$ cat src/rtl/slice_add_sequencer_if.sv
// Handshake and slice bus bundle for slice_add_sequencer.
// The slave modport is the sequencer; the master modport is the producer/consumer/slice side.
interface slice_add_sequencer_if #(
  parameter int WIDTH = 32,
  parameter int SLICE = 6
);
  logic             in_valid;
  logic             in_ready;
  logic [WIDTH-1:0] a;
  logic [WIDTH-1:0] b;
  logic             c_in;
  logic             out_valid;
  logic             out_ready;
  logic [WIDTH-1:0] sum;
  logic             c_out;
  logic             busy;
  logic [SLICE-1:0] slice_a;
  logic [SLICE-1:0] slice_b;
  logic             slice_cin;
  logic [SLICE-1:0] slice_s;
  logic [SLICE-1:0] slice_c;

  modport slave (
    input  in_valid, a, b, c_in, out_ready, slice_s, slice_c,
    output in_ready, out_valid, sum, c_out, busy, slice_a, slice_b, slice_cin
  );

  modport master (
    output in_valid, a, b, c_in, out_ready, slice_s, slice_c,
    input  in_ready, out_valid, sum, c_out, busy, slice_a, slice_b, slice_cin
  );
endinterface

$ cat src/rtl/slice_add_sequencer.sv
// Multi-cycle WIDTH-bit adder that time-shares one external SLICE-bit ripple slice,
// walking the operands LSB chunk first with the inter-chunk carry held in a register.
module slice_add_sequencer #(
  parameter int WIDTH = 32,
  parameter int SLICE = 6
) (
  input  logic                 clk,
  input  logic                 rst,
  slice_add_sequencer_if.slave bus
);

  localparam int NCHUNK = (WIDTH + SLICE - 1) / SLICE;
  localparam int R      = WIDTH - (NCHUNK - 1) * SLICE;
  localparam int IDX_W  = (NCHUNK > 1) ? $clog2(NCHUNK) : 1;

  typedef enum logic [1:0] {
    ST_IDLE = 2'd0,
    ST_RUN  = 2'd1,
    ST_DONE = 2'd2
  } state_t;

  state_t             state_r;
  state_t             state_nx_s;
  logic [WIDTH-1:0]   a_r;
  logic [WIDTH-1:0]   b_r;
  logic [WIDTH-1:0]   sum_r;
  logic [WIDTH-1:0]   sum_nx_s;
  logic               carry_r;
  logic               c_out_r;
  logic [IDX_W-1:0]   idx_r;
  logic [SLICE-1:0]   slice_a_s;
  logic [SLICE-1:0]   slice_b_s;
  logic               run_s;
  logic               last_s;

  assign run_s  = (state_r == ST_RUN);
  assign last_s = (idx_r == IDX_W'(NCHUNK - 1));

  // FSM state register
  always_ff @(posedge clk) begin
    if (rst) begin
      state_r <= ST_IDLE;
    end else begin
      state_r <= state_nx_s;
    end
  end

  // FSM next-state logic
  always_comb begin
    state_nx_s = state_r;
    case (state_r)
      ST_IDLE: begin
        if (bus.in_valid) state_nx_s = ST_RUN;
        else              state_nx_s = ST_IDLE;
      end
      ST_RUN: begin
        if (last_s) state_nx_s = ST_DONE;
        else        state_nx_s = ST_RUN;
      end
      ST_DONE: begin
        if (bus.out_ready) state_nx_s = ST_IDLE;
        else               state_nx_s = ST_DONE;
      end
      default: state_nx_s = ST_IDLE;
    endcase
  end

  // Chunk select toward the slice and in-place merge of the returned sum chunk.
  // Bits above WIDTH in the top chunk never exist here, so zero-extension and
  // top-chunk truncation both fall out of iterating over real operand bits only.
  always_comb begin : chunk_mux
    logic hit_v;
    hit_v     = 1'b0;
    slice_a_s = '0;
    slice_b_s = '0;
    sum_nx_s  = sum_r;
    for (int j = 0; j < WIDTH; j++) begin
      hit_v = run_s && (idx_r == IDX_W'(j / SLICE));
      slice_a_s[j % SLICE] = slice_a_s[j % SLICE] | (a_r[j] & hit_v);
      slice_b_s[j % SLICE] = slice_b_s[j % SLICE] | (b_r[j] & hit_v);
      sum_nx_s[j]          = hit_v ? bus.slice_s[j % SLICE] : sum_r[j];
    end
  end

  // Operand capture, per-chunk accumulation and carry chaining
  always_ff @(posedge clk) begin
    if (rst) begin
      a_r     <= '0;
      b_r     <= '0;
      sum_r   <= '0;
      carry_r <= 1'b0;
      c_out_r <= 1'b0;
      idx_r   <= '0;
    end else begin
      case (state_r)
        ST_IDLE: begin
          if (bus.in_valid) begin
            a_r     <= bus.a;
            b_r     <= bus.b;
            carry_r <= bus.c_in;
            idx_r   <= '0;
          end
        end
        ST_RUN: begin
          sum_r   <= sum_nx_s;
          carry_r <= bus.slice_c[SLICE-1];
          idx_r   <= idx_r + IDX_W'(1);
          // The final carry comes from the top real bit, not the top slice bit.
          if (last_s) c_out_r <= bus.slice_c[R-1];
        end
        default: begin
          idx_r <= idx_r;
        end
      endcase
    end
  end

  assign bus.in_ready  = (state_r == ST_IDLE);
  assign bus.out_valid = (state_r == ST_DONE);
  assign bus.busy      = (state_r != ST_IDLE);
  assign bus.sum       = sum_r;
  assign bus.c_out     = c_out_r;
  assign bus.slice_a   = slice_a_s;
  assign bus.slice_b   = slice_b_s;
  assign bus.slice_cin = run_s & carry_r;

endmodule
$ cat src/flat_wrapper.sv
// flat-port wrapper written by rule: the top's interface ports become plain ports
module slice_add_sequencer_flat 
#(
  parameter int WIDTH = 32,
  parameter int SLICE = 6
)
  (clk, rst, bus_in_valid, bus_a, bus_b, bus_c_in, bus_out_ready, bus_slice_s, bus_slice_c, bus_in_ready, bus_out_valid, bus_sum, bus_c_out, bus_busy, bus_slice_a, bus_slice_b, bus_slice_cin);
  slice_add_sequencer_if #(.WIDTH(WIDTH), .SLICE(SLICE)) bus_i ();
  input  logic clk;
  input  logic rst;
  input wire logic [$bits(bus_i.in_valid)-1:0] bus_in_valid;
  input wire logic [$bits(bus_i.a)-1:0] bus_a;
  input wire logic [$bits(bus_i.b)-1:0] bus_b;
  input wire logic [$bits(bus_i.c_in)-1:0] bus_c_in;
  input wire logic [$bits(bus_i.out_ready)-1:0] bus_out_ready;
  input wire logic [$bits(bus_i.slice_s)-1:0] bus_slice_s;
  input wire logic [$bits(bus_i.slice_c)-1:0] bus_slice_c;
  output wire logic [$bits(bus_i.in_ready)-1:0] bus_in_ready;
  output wire logic [$bits(bus_i.out_valid)-1:0] bus_out_valid;
  output wire logic [$bits(bus_i.sum)-1:0] bus_sum;
  output wire logic [$bits(bus_i.c_out)-1:0] bus_c_out;
  output wire logic [$bits(bus_i.busy)-1:0] bus_busy;
  output wire logic [$bits(bus_i.slice_a)-1:0] bus_slice_a;
  output wire logic [$bits(bus_i.slice_b)-1:0] bus_slice_b;
  output wire logic [$bits(bus_i.slice_cin)-1:0] bus_slice_cin;
  assign bus_i.in_valid = bus_in_valid;
  assign bus_i.a = bus_a;
  assign bus_i.b = bus_b;
  assign bus_i.c_in = bus_c_in;
  assign bus_i.out_ready = bus_out_ready;
  assign bus_i.slice_s = bus_slice_s;
  assign bus_i.slice_c = bus_slice_c;
  assign bus_in_ready = bus_i.in_ready;
  assign bus_out_valid = bus_i.out_valid;
  assign bus_sum = bus_i.sum;
  assign bus_c_out = bus_i.c_out;
  assign bus_busy = bus_i.busy;
  assign bus_slice_a = bus_i.slice_a;
  assign bus_slice_b = bus_i.slice_b;
  assign bus_slice_cin = bus_i.slice_cin;
  slice_add_sequencer #(.WIDTH(WIDTH), .SLICE(SLICE)) u_core (.clk(clk), .rst(rst), .bus(bus_i));
endmodule
$ cat config.mk
export PLATFORM = sky130hd
export DESIGN_NAME = slice_add_sequencer_flat
export DESIGN_NICKNAME = d
export VERILOG_FILES = /design/src/rtl/slice_add_sequencer_if.sv /design/src/rtl/slice_add_sequencer.sv /design/src/flat_wrapper.sv
export SDC_FILE = /design/constraint.sdc
export NUM_CORES = 1
export LEC_CHECK = 0
export BUFFER_PORTS_ARGS = -buffer_cell sky130_fd_sc_hd__buf_2
export CAP_MARGIN = 15
export CORE_UTILIZATION = 54
export CTS_CLUSTER_SIZE = 40
export DETAILED_ROUTE_END_ITERATION = 16
export PLACE_DENSITY = 0.81
export SYNTH_ARGS = -nofsm -noshare
export SYNTH_HDL_FRONTEND = slang
export SYNTH_SLANG_ARGS = --single-unit
export TNS_END_PERCENT = 50
$ cat constraint.sdc
create_clock -name clk -period 4.9 [get_ports clk]
set_input_delay 1.225 -clock clk [delete_from_list [all_inputs] [get_ports clk]]
set_output_delay 1.225 -clock clk [all_outputs]
set_load 0.02 [all_outputs]
---- Yosys cells after proc, flatten, opt, wreduce, memory -nomap -nowiden ----
Cells that the tools add are included.
cells by class
  $add $sub $neg .......................... 1
  equal/unequal tests ..................... 8
  multiplexer cells ....................... 8
  bitwise operators ....................... 117
  reduce and logical (&&, ||, !) cells .... 19
operator list
  cell                 number
  $and 1x1->1          65
  $or 1x1->1           52
  $reduce_and 2->1     9
  $eq 3x2->1 const B   2
  $eq 3x3->1 const B   2
  $logic_and 1x1->1    6
  $pmux 2 s3           1
  $pmux 3 s2           1
  $mux 2               2
  $reduce_bool 2->1    2
  $add 3x1->3 const B  1
  $eq 3x1->1 const B   1
  $logic_not 3->1      1
  $mux 3               1
  $eq 2x1->1 const B   1
  $eq 2x2->1 const B   1
  $logic_not 2->1      1
  $mux 1               2
  $ne 2x2->1 const B   1
  $pmux 1 s2           1
word-level totals
  register bits after elaboration ......... 103
  output and inout port bits .............. 49
  logic and storage cells ................. 165

---- Depth between registers and ports, before layout ----
Gate-level depths: netlist (run 1).
  depth after elaboration ................. 8
  mapped depth ............................ 8

---- Least setup slack after synthesis (run 1) ----
OpenSTA, ideal clock, no wires.
  path type ............................... flip-flop to output port
  from .................................... register u_core.idx_r[0]
  to ...................................... output port bus_slice_a[2]
  data arrival time ....................... 1.564 ns
  data required time ...................... 3.675 ns
  slack ................................... 2.111 ns
  cell stages (with the launch flop) ...... 8
  buffers on the path ..................... 2
  cell sequence ........................... dfxtp_1 > inv_1 > ha_1 > and4bb_1 > buf_4 > buf_2 > a22oi_1 > nand3_1
on the way
  longest elaborated chain between the ends .. 7
ends and longest elaborated chain
  element                                               line                        source
  start: declaration                                    slice_add_sequencer.sv:30   logic [IDX_W-1:0] idx_r;
  start signal: assignment                              slice_add_sequencer.sv:107  idx_r <= idx_r + IDX_W'(1);
  start signal: assignment                              slice_add_sequencer.sv:112  idx_r <= idx_r;
  $eq 3x1->1 / $logic_not 3->1 (equally long branches)  slice_add_sequencer.sv:78   hit_v = run_s && (idx_r == IDX_W'(j / SLICE));
  $logic_and 1x1->1                                     slice_add_sequencer.sv:78
  $and 1x1->1                                           slice_add_sequencer.sv:79   slice_a_s[j % SLICE] = slice_a_s[j % SLICE] | (a_r[j] & hit_v);
  $or 1x1->1 (3 in series)                              slice_add_sequencer.sv:79
  $or 1x1->1 *                                          slice_add_sequencer.sv:79
  end: declaration                                      flat_wrapper.sv:23          output wire logic [$bits(bus_i.slice_a)-1:0] bus_slice_a;
Every way passes the cells marked *; elsewhere a longest branch is shown, timed or not.

---- Worst setup path after layout (run 1) ----
  from .................................... register u_core.state_r[0]
  to ...................................... output port bus_slice_a[5]
on the way
  longest elaborated chain between the ends .. 7
ends and longest elaborated chain
  element                   line                       source
  start: declaration        slice_add_sequencer.sv:22  state_t state_r;
  start signal: assignment  slice_add_sequencer.sv:44  state_r <= state_nx_s;
  $eq 2x1->1 *              slice_add_sequencer.sv:36  assign run_s = (state_r == ST_RUN);
  $logic_and 1x1->1         slice_add_sequencer.sv:78
  $and 1x1->1               slice_add_sequencer.sv:79
  $or 1x1->1 (3 in series)  slice_add_sequencer.sv:79
  $or 1x1->1 *              slice_add_sequencer.sv:79
Marks and branches as above.

==> impl_metrics.yaml, run 1 <==
clock_tree:
  clk_pin_slew_ps: 90
  cts.sinks: 103
  cts_tree: "done"
  postCtsHoldBufs: 0
  postCtsResizedCells: 0
  htree_levels: 3
  post_cts_buffers: 0
  cts_max_path_buffers: 2
  insertion_delay_ps: 360
  clock-root-buffer: "clkbuf_8"
  numCtsBuffers: 9
synth:
  synth_fa_ha_area_share_pct: 1.484
  synth_ff_type: "dfxtp_1"
  yosysSeqAreaShare_pct: 48.90
  synth_cell_types: 29
  synth_top_family_by_area: "simple AND/OR/NAND/NOR gates"
  synth_edf_count: 0
  synth.cell_area_um2: 4217
  synth.avg_cell_area_um2: 8.536
  syn_inst: 494
  synthesis.nets: 580
  yosysWarnings: 0
  async_reset_ff_share_pct: 0
  synth_compound_area_share_pct: 15.01
  synth_xor_area_share_pct: 0
  synth.area.mux_share_pct: 7.211
  synth_seq_cells: 103
  synth-simple-area-share_pct: 20.47
worst_setup_path:
  crit_chain: "and4bb_1 -> a22oi_1 -> nand3_1 -> buf_2"
  reg2reg_from: "u_core.state_r[0]$_SDFF_PP0_"
  reg2reg_slack_ps: 2820
  path_buf_inv: 1
  start_kind: "flop"
  cp_slowest_cell: "and4bb_1"
  cpPeakStageDelay_ps: 950
  cp.required_ps: 3670
  r2r_cells: 3
  worstSetupPathType: "reg2out"
  crit_family: "simple AND/OR/NAND/NOR gates"
  endpoint_kind: "output pin"
  cp_max_fo: 18
  rr_endpoint: "u_core.bus.sum[16]$_SDFFE_PP0P_"
  worst_ep_arrival_time_ps: 2530
power:
  irDropWorstVdd_v: 0.0001678
  powerDensity_nw_per_um2: 328.3
  combinationalPowerShare_pct: 10.9
  switchingPower_uw: 419.9
  p_seq_share_pct: 55.6
  pwr-share-clk_pct: 33.5
  p_leak_uw: 0.002112
  intPower_uw: 1197
  power_uw: 1616
  p_sw_share_pct: 25.98
route:
  drc: 0
  vias: 3668
  wl_um: 9918
  firstDrtPassIters: 4
  dr.first_iter.drc_count: 137
  postRouteAntennaNets: 0
  wire_per_inst_um: 14.27
  via_per_inst: 5.278
finish:
  syn_to_final_growth_pct: 16.77
  final_cell_mix: "nand2_1 (148), buf_2 (124), dfxtp_1 (103), a21oi_1 (76), nor2_1 (29)"
  finish.instance_area_um2: 4923
  final_common_cell: "nand2_1"
  nets: 677
  fillCellCount: 610
  diodes: 0
  drive_gt1_share_pct: 25.34
timing:
  drv_slew: 0
  worstMarginPinSlew_ps: 1080
  fin_setup_tns_ps: 0
  finalHoldViolCount: 0
  fin_crit_ps: 3754
  timing.fmax_mhz: 266.4
  skew_ps: 7.486
  setup_slack_ps: 1146
  slew_headroom_pct: 27.98
  rsz0062_at_grt: "no"
  setup_viol: 0
  post-route-period-util_pct: 76.60
global_routing:
  grt_pass1_vias: 3545
  grt_max_degree: 104
  grt_remaining_overflow: 0
  antenna_found_initial: 0
  grt_pass1_wl_um: 16140
  grtUsageTotal_pct: 24.75
hold_path:
  holdPathEnd: "u_core.a_r[19]$_SDFFE_PP0P_"
  hold_depth: 2
  worstHoldPathType: "reg2reg"
  hold_path_startpoint: "u_core.a_r[19]$_SDFFE_PP0P_"
floorplanning:
  die_y_um: 90.37
  initial_core_util_pct: 56.92
  die_width_um: 90.37
  num_rows: 31
  core_um2: 7408
  die_area_um2: 8166
  io_pins: 130
place:
  pre_cts_ws_ps: 1600
  io_buffers: 125
  gp_congestion: 0.8167
  post-dp-hpwl_um: 6564
  placed_cell_area_um2: 4717
run:
  maxCapViolations: 0
run_status:
  status: "finished clean"
-- flip-flops by register name, indices dropped and copies added, names as in the netlist --
signal and flops:
u_core.idx_r 3, u_core.b_r 32, u_core.bus.c_out 1, u_core.a_r 32, u_core.state_r 2, u_core.carry_r 1
u_core.bus.sum 32
-- logic make-up (layout without fill, tap and decap cells) --
kind of cell | Yosys count | in the layout
simple gates | 205 | 205
compound gates | 105 | 105
buf+inv | 46 | 148
flops | 103 | 103
mux | 30 | 30
fa+ha+maj | 5 | 5
-- synthesized netlist by cell type, types with 4 or more instances --
master	count	area [um2]
buf_6	10	112.6
buf_4	9	67.56
clkbuf_1	14	52.55
buf_2	8	40.04
inv_1	5	18.77
ha_1	5	62.56
mux2i_1	27	270.3
a22oi_2	4	50.05
a21oi_1	76	380.4
a22oi_1	19	142.6
nand2_1	148	555.5
nand3_1	13	65.06
nor2_1	29	108.9
dfxtp_1	103	2062
-- routing by layer --
metal / part of all wire (%) / global-route usage, %
met3: 5.1 / 4.209
met1: 42 / 29.16
met2: 51 / 44.97
met5: 0 / 0
met4: 1.2 / 8.871
-- how the worst max path moves through the flow --
stage,slack [ps],from,endpoint,cells past startpoint
2_1_floorplan,2110,u_core.idx_r[0]$_SDFFE_PP0P_,bus_slice_a[2],7
3_3_place_gp,1610,u_core.state_r[0]$_SDFF_PP0_,bus_slice_a[5],4
3_5_place_dp,1600,u_core.state_r[0]$_SDFF_PP0_,bus_slice_a[5],4
4_1_cts,1190,u_core.state_r[0]$_SDFF_PP0_,bus_slice_a[5],4
5_1_grt,1050,u_core.state_r[0]$_SDFF_PP0_,bus_slice_a[5],4
6_report,1150,u_core.state_r[0]$_SDFF_PP0_,bus_slice_a[5],4
-- area by class of cell --
cell class	count	area [um2]	area share [%]
repair buffers	127	643.1	13.06
clock inverters	6	68.82	1.398
clock buffers	10	137.6	2.795
multi-input cells	345	1869	37.97
inverters	5	18.77	0.3812
flip-flops and latches	103	2062	41.88
well taps	99	123.9	2.516
-- worst reg2reg max path, stage by stage (launching register included) --
cell	delay [ps]
dfxtp_1	600
and4bb_1	1000
mux2i_1	280
nor2_1	60
-- power by group through the flow --
stage	clock (uW)	combinational, uW	sequential, uW
floorplan	0	118	917
global placement	0	172	915
detailed placement	0	176	918
CTS	552	177	899
global route	589	196	904
finish	542	176	899
-- stage by stage --
step	utilization, %	hold WS [ps]	cells
4_1_cts	66.46	459.7	695
6_report	66.46	459.1	695
5_1_grt	66.46	475.5	695
3_5_place_dp	63.67	446.0	679
3_3_place_gp	63.67	440.3	679
2_1_floorplan	-	432.2	494
(Power assumes the default switching activity.)
==> run 2: changes to the inputs <==
--- a/config.mk
+++ b/config.mk
@@ -5,12 +5,13 @@
 export SDC_FILE = /design/constraint.sdc
 export NUM_CORES = 1
 export LEC_CHECK = 0
+export ABC_AREA = 1
 export BUFFER_PORTS_ARGS = -buffer_cell sky130_fd_sc_hd__buf_2
 export CAP_MARGIN = 15
-export CORE_UTILIZATION = 54
+export CORE_UTILIZATION = 51
 export CTS_CLUSTER_SIZE = 40
 export DETAILED_ROUTE_END_ITERATION = 16
-export PLACE_DENSITY = 0.81
+export PLACE_DENSITY = 0.76
 export SYNTH_ARGS = -nofsm -noshare
 export SYNTH_HDL_FRONTEND = slang
 export SYNTH_SLANG_ARGS = --single-unit
==> constraint.sdc (replaced) <==
create_clock -name clk -period 3.56 [get_ports clk]
set_input_delay 0.89 -clock clk [delete_from_list [all_inputs] [get_ports clk]]
set_output_delay 0.89 -clock clk [all_outputs]
set_load 0.02 [all_outputs]
==> run 2 against run 1 <==
  * Clock skew up 1.6 ps
  * Core utilization down 4.0 points
  * Synthesized cell count up 22%
  * Sequential power is 40% higher
  * Clock power increased by 32%
  * Routed wire length up 9.2%
  * Sequential share of layout area down 1.5 points
  * Largest power group unchanged
  * Highest routed layer unchanged
==> impl_metrics.yaml, run 2 <==
power:
  switchingPower_uw: 634.2
  powerDensity_nw_per_um2: 449.8
  p_leak_uw: 0.002429
  p_sw_share_pct: 27.62
  combinationalPowerShare_pct: 14.0
  p_seq_share_pct: 54.9
  irDropWorstVdd_v: 0.0002600
  intPower_uw: 1662
  pwr-share-clk_pct: 31.1
timing:
  post-route-period-util_pct: 91.18
  worstMarginPinSlew_ps: 650.5
  fin_setup_tns_ps: 0
  skew_ps: 9.062
  setup_viol: 0
  finalHoldViolCount: 0
  drv_slew: 0
  timing.fmax_mhz: 308.1
  rsz0062_at_grt: "no"
  fin_crit_ps: 3246
  slew_headroom_pct: 56.57
synth:
  synth.cell_area_um2: 4284
  synthesis.nets: 691
  synth_top_cell_area_share_pct: 48.13
  synth_ff_type: "dfxtp_1"
  yosysTopAreaCell: "dfxtp_1"
  synth_edf_count: 0
  async_reset_ff_share_pct: 0
  yosysSeqAreaShare_pct: 48.13
  syn_inst: 605
  synth_cell_types: 20
  synth.avg_cell_area_um2: 7.081
  synth_area_leaders: "dfxtp_1 (48%), nor2_1 (15%), o21ai_0 (9.9%)"
  synthTopCellsByCount: "nor2_1 (172), dfxtp_1 (103), o21ai_0 (85), nand2_1 (54), inv_1 (45)"
  synth.most_common_cell: "nor2_1"
  synth_seq_cells: 103
  yosysWarnings: 0
floorplanning:
  core_um2: 8175
  die_width_um: 93.65
  die_area_um2: 8770
  die_y_um: 93.65
  initial_core_util_pct: 52.40
  io_pins: 130
  num_rows: 33
finish:
  drive_gt1_share_pct: 21.82
  syn_to_final_growth_pct: 19.16
  nets: 797
  fillCellCount: 768
  final_common_cell: "nor2_1"
  final_cell_mix: "nor2_1 (172), buf_2 (125), dfxtp_1 (103), o21ai_0 (85), nand2_1 (54)"
  finish.instance_area_um2: 5105
  finalNonFillerCells: 820
  finalCoreUtilization_pct: 62.44
  diodes: 0
run:
  maxCapViolations: 0
global_routing:
  grt_pass1_wl_um: 17210
  grt_pass1_vias: 3696
  antenna_found_initial: 0
  grt_remaining_overflow: 0
  grt_max_degree: 49
  grtUsageTotal_pct: 25.29
worst_setup_path:
  crit_family: "simple AND/OR/NAND/NOR gates"
  cp_max_fo: 16
  path_buf_inv: 2
  start_kind: "flop"
  cpPeakStageDelay_ps: 550
  worstSetupPathType: "reg2out"
  crit_chain: "inv_1 -> ha_1 -> nand2_1 -> nor2_1 -> nor2_1 -> nand2_1 -> buf_2"
  endpoint_kind: "output pin"
  cp_slowest_cell: "ha_1"
  worst_ep_arrival_time_ps: 2360
  cp.required_ps: 2670
clock_tree:
  insertion_delay_ps: 360
  numCtsBuffers: 9
  cts_tree: "done"
  postCtsResizedCells: 0
  cts.sinks: 103
  post_cts_buffers: 0
  clock-root-buffer: "clkbuf_8"
  clk_pin_slew_ps: 100
  cts_max_path_buffers: 2
  postCtsHoldBufs: 0
  htree_levels: 3
route:
  postRouteAntennaNets: 0
  dr.first_iter.drc_count: 211
  wl_um: 10830
  wire_per_inst_um: 13.21
  firstDrtPassIters: 5
  drc: 0
  via_per_inst: 5.070
  vias: 4157
place:
  io_buffers: 125
  post-dp-hpwl_um: 7628
  gp_congestion: 0.8374
  placed_cells: 805
  placed_cell_area_um2: 4918
hold_path:
  worstHoldPathType: "reg2reg"
run_status:
  status: "finished clean"
run 2: final timing paths:
check / slack, ps / cells after the start / to / start
setup reg to reg: 1720 / 5 / u_core.bus.sum[20]$_SDFFE_PP0P_ / u_core.idx_r[2]$_SDFFE_PP0P_
hold reg to reg: 460 / 2 / u_core.b_r[8]$_SDFFE_PP0P_ / u_core.b_r[8]$_SDFFE_PP0P_
hold / removal: 460 / 2 / u_core.b_r[8]$_SDFFE_PP0P_ / u_core.b_r[8]$_SDFFE_PP0P_
setup / recovery: 310 / 7 / bus_slice_a[3] / u_core.idx_r[2]$_SDFFE_PP0P_
run 2: cell type report:
type / count / area (um2) / share of cell area (%)
sequential: 103 / 2062 / 40.39
multi-input combinational: 418 / 1878 / 36.79
timing repair buffer: 130 / 663.1 / 12.99
inverter: 49 / 183.9 / 3.603
tap: 105 / 131.4 / 2.574
clock buffer: 10 / 127.6 / 2.500
clock inverter: 5 / 58.81 / 1.152
run 2: power groups by stage:
stage / sequential, uW / combinational, uW / clock [uW]
global placement: 1280 / 309 / 0
global route: 1270 / 363 / 764
detailed placement: 1290 / 318 / 0
finish: 1260 / 321 / 715
floorplan: 1290 / 201 / 0
CTS: 1260 / 320 / 721
run 2: layer usage:
layer / track usage [%] / wire length [um] / up-vias
li1: - / - / 2142
met1: 32.11 / 4785 / 1851
met2: 42.59 / 5111 / 150
met3: 4.450 / 759 / 14
met4: 10.00 / 177 / 0
met5: 0 / 0 / -
run 2: worst min-delay path, cell delays in order (launching register included):
cell,delay (ps)
dfxtp_1,310
inv_1,50
a21oi_1,50
run 2: cells by family after synthesis:
group           Yosys count  share of synthesized area, %
simple gates            278                         26.61
compound gates          135                         15.77
flops                   103                         48.13
buf+inv                  84                         8.031
fa+ha+maj                 5                         1.460
run 2: through the flow:
step / hold slack [ps] / setup WS [ps] / power [uW]
final: 456.2 / 314.0 / 2296
after global routing: 477.1 / 122.0 / 2396
after CTS: 458.5 / 307.0 / 2301
after detailed placement: 444.2 / 716.0 / 1606
after global placement: 437.4 / 706.2 / 1594
after floorplan: 424.5 / 1189 / 1495
